### src/rtl/seq_match_monitor.sv
// seq_match_monitor: counts match events from a sequence detector's flag,
// measures the idle gap between consecutive matches and raises a level
// interrupt once the match count reaches a programmable threshold.
module seq_match_monitor #(
  parameter int CNT_W = 8,
  parameter int GAP_W = 8
) (
  input  logic             clk,
  input  logic             rst,
  input  logic             flag,
  input  logic             clr,
  input  logic [CNT_W-1:0] thresh,
  input  logic             irq_ack,
  output logic             match_pulse,
  output logic [CNT_W-1:0] count,
  output logic             overflow,
  output logic [GAP_W-1:0] gap,
  output logic             irq
);

  localparam logic [CNT_W-1:0] CNT_MAX = '1;
  localparam logic [GAP_W-1:0] GAP_MAX = '1;
  localparam logic [CNT_W-1:0] CNT_ONE = {{(CNT_W-1){1'b0}}, 1'b1};

  // One-hot style encoding leaves spare codes; any of them falls back to ARMED.
  typedef enum logic [1:0] {
    ST_ARMED = 2'b01,
    ST_PEND  = 2'b10
  } state_t;

  state_t           state_q, state_d;
  logic             match_pulse_q, match_pulse_d;
  logic [CNT_W-1:0] count_q, count_d;
  logic             overflow_q, overflow_d;
  logic [GAP_W-1:0] gap_q, gap_d;
  logic [GAP_W-1:0] timer_q, timer_d;
  logic             ack_take;

  function automatic logic [CNT_W-1:0] sat_inc_cnt(input logic [CNT_W-1:0] v);
    return (v == CNT_MAX) ? v : v + 1'b1;
  endfunction

  function automatic logic [GAP_W-1:0] sat_inc_gap(input logic [GAP_W-1:0] v);
    return (v == GAP_MAX) ? v : v + 1'b1;
  endfunction

  // Next-state and datapath update; priority clr > irq_ack > match.
  always_comb begin
    state_d       = state_q;
    match_pulse_d = flag;
    count_d       = count_q;
    overflow_d    = overflow_q;
    gap_d         = gap_q;
    timer_d       = timer_q;
    ack_take      = (state_q == ST_PEND) && irq_ack;

    if (clr) begin
      // A match coinciding with clr is dropped; match_pulse still follows flag.
      state_d    = ST_ARMED;
      count_d    = '0;
      overflow_d = 1'b0;
      gap_d      = '0;
      timer_d    = '0;
    end else begin
      // Gap timer runs independently of the interrupt handshake.
      if (flag) begin
        gap_d   = timer_q;
        timer_d = '0;
      end else begin
        timer_d = sat_inc_gap(timer_q);
      end

      if (ack_take) begin
        // Ack restarts counting; a same-cycle match becomes the first new count.
        count_d = flag ? CNT_ONE : '0;
      end else if (flag) begin
        if (count_q == CNT_MAX) overflow_d = 1'b1;
        count_d = sat_inc_cnt(count_q);
      end

      case (state_q)
        ST_ARMED: begin
          if ((thresh != '0) && (count_d >= thresh)) state_d = ST_PEND;
        end
        ST_PEND: begin
          // Threshold changes are ignored here; only an ack leaves PEND.
          if (irq_ack) state_d = ST_ARMED;
        end
        default: state_d = ST_ARMED;
      endcase
    end
  end

  // State and output registers with synchronous reset.
  always_ff @(posedge clk) begin
    if (rst) begin
      state_q       <= ST_ARMED;
      match_pulse_q <= 1'b0;
      count_q       <= '0;
      overflow_q    <= 1'b0;
      gap_q         <= '0;
      timer_q       <= '0;
    end else begin
      state_q       <= state_d;
      match_pulse_q <= match_pulse_d;
      count_q       <= count_d;
      overflow_q    <= overflow_d;
      gap_q         <= gap_d;
      timer_q       <= timer_d;
    end
  end

  assign match_pulse = match_pulse_q;
  assign count       = count_q;
  assign overflow    = overflow_q;
  assign gap         = gap_q;
  assign irq         = (state_q == ST_PEND);

endmodule

### config.mk
export PLATFORM = sky130hd
export DESIGN_NAME = seq_match_monitor
export DESIGN_NICKNAME = d
export VERILOG_FILES = /design/src/rtl/seq_match_monitor.sv
export SDC_FILE = /design/constraint.sdc
export NUM_CORES = 1
export LEC_CHECK = 0
export ABC_CLOCK_PERIOD_IN_PS = 2600
export CAP_MARGIN = 20
export CORE_UTILIZATION = 45
export DETAILED_ROUTE_END_ITERATION = 12
export GPL_TIMING_DRIVEN = 0
export PLACE_DENSITY_LB_ADDON = 0.05
export SLEW_MARGIN = 30
export SYNTH_ARGS = -nofsm -noshare
export SYNTH_HDL_FRONTEND = slang
export SYNTH_SLANG_ARGS = --single-unit
### constraint.sdc
create_clock -name clk -period 2.6 [get_ports clk]
set_input_delay 0.52 -clock clk [delete_from_list [all_inputs] [get_ports clk]]
set_output_delay 0.52 -clock clk [all_outputs]
set_load 0.02 [all_outputs]
Word-level counts from Yosys, hierarchy flattened
Cells that the tools add are included.
Storage, ports and cells
  register bits: 28
  input bits: 13
  word-level logic and storage cells: 31
Cells by class
  add/subtract/negate cells: 2
  magnitude comparators: 1
  equal/unequal tests: 6
  muxes and demuxes: 8
  bitwise logic cells: 1
  reduce and logical (&&, ||, !) cells: 7
Operators by type and width (number)
  $mux W8: 4
  $add A8 B1 Y8 const B: 2
  $eq A8 B8 Y1 const B: 2
  $ge A8 B8 Y1: 1
  $reduce_bool A8 Y1: 1
  $mux W2: 2
  $ne A2 B2 Y1 const B: 2
  $pmux W2 S2: 1
  $reduce_and A3 Y1: 1
  $reduce_or A3 Y1: 1
  $eq A2 B1 Y1 const B: 1
  $eq A2 B2 Y1 const B: 1
  $logic_and A1 B1 Y1: 2
  $reduce_and A2 Y1: 1
  $reduce_or A2 Y1: 1
  $mux W1: 1
  $not A1 Y1: 1

Logic depth before layout (Yosys ltp)
Gate-level depths: netlist of run 1.
  depth in word-level cells: 9
  mapped depth: 10

Worst setup path before layout of run 1
No wires, ideal clock.
  path kind: register to register
  start: register count_q[0] (netlist: count[0])
  end: register state_q[0]
  setup time: 116 ps
  data arrival time: 2521 ps
  data required time: 2484 ps
  setup slack: -36 ps
  stages on the path, launching flop included: 11
  clock period less this slack: 2636 ps
  cells stage by stage: dfxtp_1 ha_1 nand4_1 o21ai_0 o21a_1 a22oi_1 ha_1 nand2b_1 a2111oi_1 or4_1 a31o_1
On the way
  word-level cells in the longest chain between the ends: 9
  elaborated cells between the ends (all ways): 10
  those cells by class: add/sub: 1; order compare: 1; eq/ne: 2; mux: 4; reduce/logical: 2
Ends and longest elaborated chain
  from (decl): line 33  | logic [CNT_W-1:0] count_q, count_d;
  from (signal assigned): line 106  | count_q <= count_d;
  $add A8 B1 Y8 or $eq A8 B8 Y1 (tied branches): line 40  | return (v == CNT_MAX) ? v : v + 1'b1;
  $mux W8: line 40
  $mux W8 *: line 76  | end else if (flag) begin
  $mux W8 *: line 73  | if (ack_take) begin
  $mux W8 *: line 57  | if (clr) begin
  $ge A8 B8 Y1 *: line 83  | if ((thresh != '0) && (count_d >= thresh)) state_d = ST_PEND;
  $logic_and A1 B1 Y1 *: line 83
  $ne A2 B2 Y1 (no line) *
  $reduce_and A2 Y1 (no line) *
  to (signal assigned): line 104  | state_q <= state_d;
  to (decl): line 31  | state_t state_q, state_d;
Mark *: on every way between the ends. The rest lies on a longest branch, timed or not. The select of a mux whose other input is x is not followed.
A chain may end at the register's enable or synchronous reset.

Final worst setup path of run 1
Ends and elaborated chain as after synthesis.

==> results of run 1 <==
==> state kept, by name, indices dropped and copies added, names as in the netlist <==
name	flops
gap	8
overflow	1
match_pulse	1
count	8
state_q	2
timer_q	8
==> layout by cell type (no fill, tap or decap), types with 3 or more instances in the layout <==
cell	instances
a21oi_1	3
a31oi_1	4
and3_1	6
buf_4	11
clkbuf_4	3
clkdlybuf4s50_1	30
dfxtp_1	25
ha_1	8
inv_1	8
mux2i_1	14
nand2_1	7
nand2b_1	3
nand3_1	5
nand4_1	5
nor2_1	29
nor2b_1	3
nor4_1	3
o21ai_0	8
==> worst min-delay path: stages, from the launching register on <==
cell	delay, ps
dfxtp_1	360
nor2_1	50
nor2_1	70
==> kinds of logic (layout without fill, tap and decap cells) <==
logic type	count (synthesis)	count (layout)	share of synthesized area (%)
xor+xnor	3	3	1.82
flops	28	28	38.9
compound gates	27	27	11.8
buf+inv	13	58	3.64
simple gates	74	74	25.5
mux	14	14	9.71
fa+ha+maj	10	10	8.67
==> routing by layer <==
layer	wire [um]	up-vias	global-route usage (%)	share of wire (%)
met2	1590	42	36.1	46
met4	43	0	7.48	1.3
li1	-	693	-	-
met5	0	-	0	0
met1	1660	646	28.2	48
met3	138	5	3.08	4.0
==> area by class of cell <==
| type | count | area (um^2) | area share [%] |
|---|---|---|---|
| Buffer | 4 | 25.0 | 1.24 |
| Clock buffer | 3 | 22.5 | 1.11 |
| Clock inverter | 1 | 30.0 | 1.49 |
| Inverter | 8 | 30.0 | 1.49 |
| Multi-Input combinational cell | 128 | 900 | 44.5 |
| Sequential cell | 28 | 567 | 28.0 |
| Tap cell | 44 | 55.1 | 2.72 |
| Timing Repair Buffer | 42 | 392 | 19.4 |
==> power by group <==
part / switching (mW) / internal [mW] / leakage [nW]
combinational: 0.0365 / 0.0429 / 0.574
sequential: 0.00270 / 0.432 / 0.228
clock: 0.135 / 0.156 / 0.0279
total: 0.175 / 0.631 / 0.830
==> worst paths after layout <==
| kind | start | endpoint | slack, ps | cells past startpoint |
|---|---|---|---|---|
| worst max-delay path | count[0] | state_q[0] | 30 | 10 |
| worst min-delay path | overflow | overflow | 500 | 2 |
| worst max register to register | count[0] | state_q[0] | 30 | 10 |
| worst min register to register | overflow | overflow | 500 | 2 |
==> repair_timing <==
item / 4_1_cts / 5_1_grt
setup endpoints to repair: 2 / 2
gates resized for setup: 6 / 14
setup buffers: 6 / 5
pin swaps: 1 / 6
==> stage by stage <==
step	power, mW	hold WS (ps)
final	0.806	495
after global placement	0.512	455
after detailed placement	0.514	466
after global routing	0.836	535
after floorplan	0.480	464
after CTS	0.801	502
==> run summary, run 1 <==
cell area after placement - 1810 um^2
CTS buffer count - 3
clk_skew - 2.19 ps
DRC viols - 0
crit start category - register
Worst Path Required - 2850 ps
Async S/R FF share, synth - 0%
post-route setup slack - 25.4 ps
1st-iter DRT viols - 58
Die Area - 3440 um^2
ant diodes - 0
mean post-synth cell area - 8.54 um^2
DR pass1 iterations - 4
synthesized instance count - 169
final hold vios - 0
Initial Util - 47.3%
Area contributors post-synth - dfxtp_1, mux2i_1, ha_1, nor2_1, o21ai_0
crit path kind - reg -> reg
PortBufs - 31
Mapped Area - 1440 um^2
io pins - 32
H-tree Lvls - 1
hold crit path type - reg -> reg
CP Data Arrival Time - 2820 ps
Detail Route Antenna Nets - 0
GP Congestion - 0.787
Syn. warnings - 0
Seq cells post-synth - 28
CTS tree - yes
non-filler cells in the finished layout - 258
# hold bufs at CTS - 0
total gr overflow - 0
Setup TNS Final - 0 ps
EDFF count, synth - 0
Layout Area Growth over Synthesis - 40.1%
Crit path max-delay family - simple AND/OR/NAND/NOR gates
fillcell total - 272
placed insts - 244
DP Wirelength - 2460 um
layout cells sized above 1 - 15.4%
Total GRT Usage - 21.5%
Post-synth top cells - nor2_1, dfxtp_1, mux2i_1
Clock Latency Late Sink - 330 ps
Routed WL per cell - 13.3 um
critical-path cell list - ha_4, nand4_1, nor2_2, buf_4, or3_4, a21oi_4, ha_4, nand4_1, or4_4, a31o_1
Finish-stage setup viols - 0
nets - 238
slowest CP cell - or4_4
max_cap viols - 0
Max Root-Sink Buffers - 2
Netlist cell types - 35
Die X-Extent - 58.6 um
vias per inst - 5.37
Post-Place Setup Slack - -524 ps
RSZ-0062 raised after global routing - true
outcome - finished, final reports clean
Clk pin slew, worst setup/hold paths - 160 ps
slew margin rel. - 75.7%
CP bufs+invs - 1
Fmax - 388 MHz
Max FO, Critical Path - 5
Worst Max-Slew Pin Slew - 364 ps
peak supply drop - 0.279 mV
cell row count - 20
Crit. End Element - register
Worst path max stage delay - 550 ps
total core area - 3050 um^2
vias in the first global route - 1,289
Final min period - 2570 ps
Vias - 1,386
final instance area - 2020 um^2
first-pass GRT wire length - 5640 um
fin crit share - 99.0%
Synth Flop Type - dfxtp_1
Post-Route WL - 3440 um
clock sink count - 28
largest net degree at the start of global routing - 17
Post-Syn Nets - 192
sequential area share after synthesis - 38.9%
Root Driver - clkbuf_4
max-slew violation count - 0
largest area contributor in the netlist - dfxtp_1
P per Cell Area - 399 nW/um^2
post-route core utilization - 66.2%
post-synth top area share - 38.9%
antenna violations before repair - 0
DIE HEIGHT - 58.6 um
most frequent cell after synthesis - nor2_1
Leak - 0.830 nW
Note: power is estimated with default switching activity, not from simulation.
==> inputs of run 2 (changes only) <==
--- a/config.mk
+++ b/config.mk
@@ -5,6 +5,7 @@
 export SDC_FILE = /design/constraint.sdc
 export NUM_CORES = 1
 export LEC_CHECK = 0
+export ABC_AREA = 1
 export ABC_CLOCK_PERIOD_IN_PS = 2600
 export CAP_MARGIN = 20
 export CORE_UTILIZATION = 45
==> run summary, run 2 <==
clock network power share - 27.8% (-8.4 points)
placed insts - 304 (+25%)
Crit. End Element - register
vias in the first global route - 1,324 (+2.7%)
Worst Max-Slew Pin Slew - 520 ps (+156 ps)
NetSw - 0.190 mW (+8.9%)
fillcell total - 313 (+15%)
Comb power frac - 14.1% (+4.2 points)
final hold vios - 0 (unchanged)
Worst Path Required - 2840 ps (about the same)
Clk pin slew, worst setup/hold paths - 150 ps (about the same)
largest area contributor in the netlist - dfxtp_1
EDFF count, synth - 0 (unchanged)
DR pass1 iterations - 4 (unchanged)
DP Wirelength - 2490 um (+1.2%)
P per Cell Area - 392 nW/um^2 (-1.7%)
Post-Syn Nets - 252 (+31%)
fin crit share - 86.7% (-12 points)
Async S/R FF share, synth - 0% (unchanged)
Total GRT Usage - 20.1% (-1.4 points)
Setup TNS Final - 0 ps (unchanged)
post-synth top area share - 36.3% (-2.6 points)
Critical path origin - flag
nets - 288 (+21%)
mean post-synth cell area - 6.74 um^2 (-21%)
DIE HEIGHT - 60.6 um (+3.3%)
Layout Area Growth over Synthesis - 26.2%
total gr overflow - 0 (unchanged)
ant diodes - 0 (unchanged)
Die Area - 3670 um^2 (+6.8%)
Post-Route WL - 3160 um (-8.1%)
Synth Flop Type - dfxtp_1
Finish-stage setup viols - 0 (unchanged)
RSZ-0062 raised after global routing - false
crit path kind - in -> reg
max-slew violation count - 0 (unchanged)
GP Congestion - 0.772 (-1.9%)
Pint - 0.573 mW (-9.2%)
setup bufs post-CTS - 0 (-6)
total core area - 3150 um^2 (+3.3%)
first-pass GRT wire length - 5520 um (-2.1%)
Final Power - 0.763 mW (-5.3%)
clk_skew - 3.76 ps (+1.57 ps)
Root Driver - clkbuf_4
layout cells sized above 1 - 8.33% (-7.1 points)
1st-iter DRT viols - 44 (-24%)
Mapped Area - 1540 um^2 (+7.0%)
DRC viols - 0 (unchanged)
antenna violations before repair - 0 (unchanged)
Die X-Extent - 60.6 um (+3.3%)
Seq cells post-synth - 28 (unchanged)
CP Data Arrival Time - 2500 ps (-320 ps)
Syn. warnings - 0 (unchanged)
Sw Share - 24.9% (+3.2 points)
max_cap viols - 0 (unchanged)
sequential area share after synthesis - 36.3% (-2.6 points)
Worst R2R Start - count[1]
CTS buffer count - 3 (unchanged)
Area contributors post-synth - dfxtp_1, nand2_1, inv_1, ha_1, nor2_1
Routed WL per cell - 10.3 um (-23%)
Max FO, Critical Path - 5 (unchanged)
hold wc startpoint - gap[2]
Netlist cell types - 26 (-26%)
CTS tree - yes
hold_ws - 473 ps (-22.4 ps)
vias per inst - 4.73 (-12%)
non-filler cells in the finished layout - 308 (+19%)
H-tree Lvls - 1 (unchanged)
peak supply drop - 0.227 mV (-19%)
outcome - finished, final reports clean
PortBufs - 31 (unchanged)
Leak - 0.878 nW (+5.7%)
most frequent cell after synthesis - nand2_1
leading cell type in the layout, fill and taps excluded - nand2_1
worst hold stages - 2 (unchanged)
most frequent cells in the layout - nand2_1, inv_1, clkdlybuf4s50_1
Clock Latency Late Sink - 330 ps (about the same)
Initial Util - 49.0% (+1.7 points)
hold crit path type - reg -> reg
io pins - 32 (unchanged)
cell depth of the worst flop-to-flop path - 18 (+8)
slew margin rel. - 65.3% (-10 points)
sequential power share - 58.1% (+4.2 points)
Vias - 1,458 (+5.2%)
synthesized instance count - 229 (+36%)
largest net degree at the start of global routing - 16 (-1)
Detail Route Antenna Nets - 0 (unchanged)
Fmax - 444 MHz (+14%)
cell row count - 20 (unchanged)
crit start category - primary input
Final min period - 2250 ps (-320 ps)
Post-synth top cells - nand2_1, inv_1, dfxtp_1
Max Root-Sink Buffers - 2 (unchanged)
clock sink count - 28 (unchanged)
-- run 2: cell types whose count changed after synthesis, moves of 4 or more --
cell	delta
inv_1	+38
nand3_1	+6
and3_1	-6
nand2_2	+4
mux2i_1	-14
a21oi_1	+12
nand2_1	+42
nor2_1	-7
-- run 2: power groups by stage --
stage | registers, mW | clock network, mW | logic [mW]
detailed placement | 0.452 | 0 | 0.109
global route | 0.445 | 0.236 | 0.124
floorplan | 0.459 | 0 | 0.0542
CTS | 0.443 | 0.222 | 0.110
global placement | 0.452 | 0 | 0.108
finish | 0.443 | 0.212 | 0.108
-- run 2: metal layers --
metal | wire [um] | part of all wire, % | track usage (%)
met4 | 30 | 0.95 | 7.14
met2 | 1490 | 47 | 36.1
met5 | 0 | 0 | 0
met1 | 1560 | 50 | 24.7
met3 | 72 | 2.3 | 2.35
-- run 2: timing repair --
item                                   4_1_cts  5_1_grt
gates resized for setup                      0        2
endpoints found under the hold margin        0        0
setup endpoints to repair                    0        1
hold buffers                                 0        0
-- run 2: cell families (layout without fill, tap and decap cells) --
group	after synthesis	in the layout	synth area share, %
simple gates	101	101	29.2
buf+inv	51	86	12.6
compound gates	38	38	13.3
flops	28	28	36.3
fa+ha+maj	10	10	8.10
xor+xnor	1	1	0.567
-- run 2: worst paths after layout --
check,slack [ps],endpoint
hold / removal,470,gap[2]
hold reg to reg,470,gap[2]
setup / recovery,350,state_q[0]
setup reg to reg,360,state_q[1]
-- run 2: metrics by stage --
step	instance area (um^2)	setup WS, ps	utilization [%]
CTS	1950	305	61.7
floorplan	1540	472	-
global route	1950	39.6	61.8
finish	1950	345	61.8
global placement	1910	-42.4	60.6
detailed placement	1910	-42.1	60.6
-- run 2: layout make-up --
type | instances | area [um^2] | area share [%]
repair buffers | 31 | 310 | 15.9
inverters | 48 | 180 | 9.25
multi-input cells | 150 | 790 | 40.5
flip-flops and latches | 28 | 563 | 28.9
plain buffers | 3 | 13.8 | 0.706
well taps | 44 | 55.1 | 2.83
clock buffers | 4 | 36.3 | 1.86
-- run 2: worst max-delay path: stages --
cell and delay, ps:
clkdlybuf4s50_1 600, inv_2 120, nor2_1 150, nand3_1 90, nand2_1 60, nand3_1 60
nand2_1 80, inv_1 50, ha_1 280, nand2_1 70, o21a_1 180, nand2_1 50
nand2_1 70, nand2_1 60, nand2_1 40
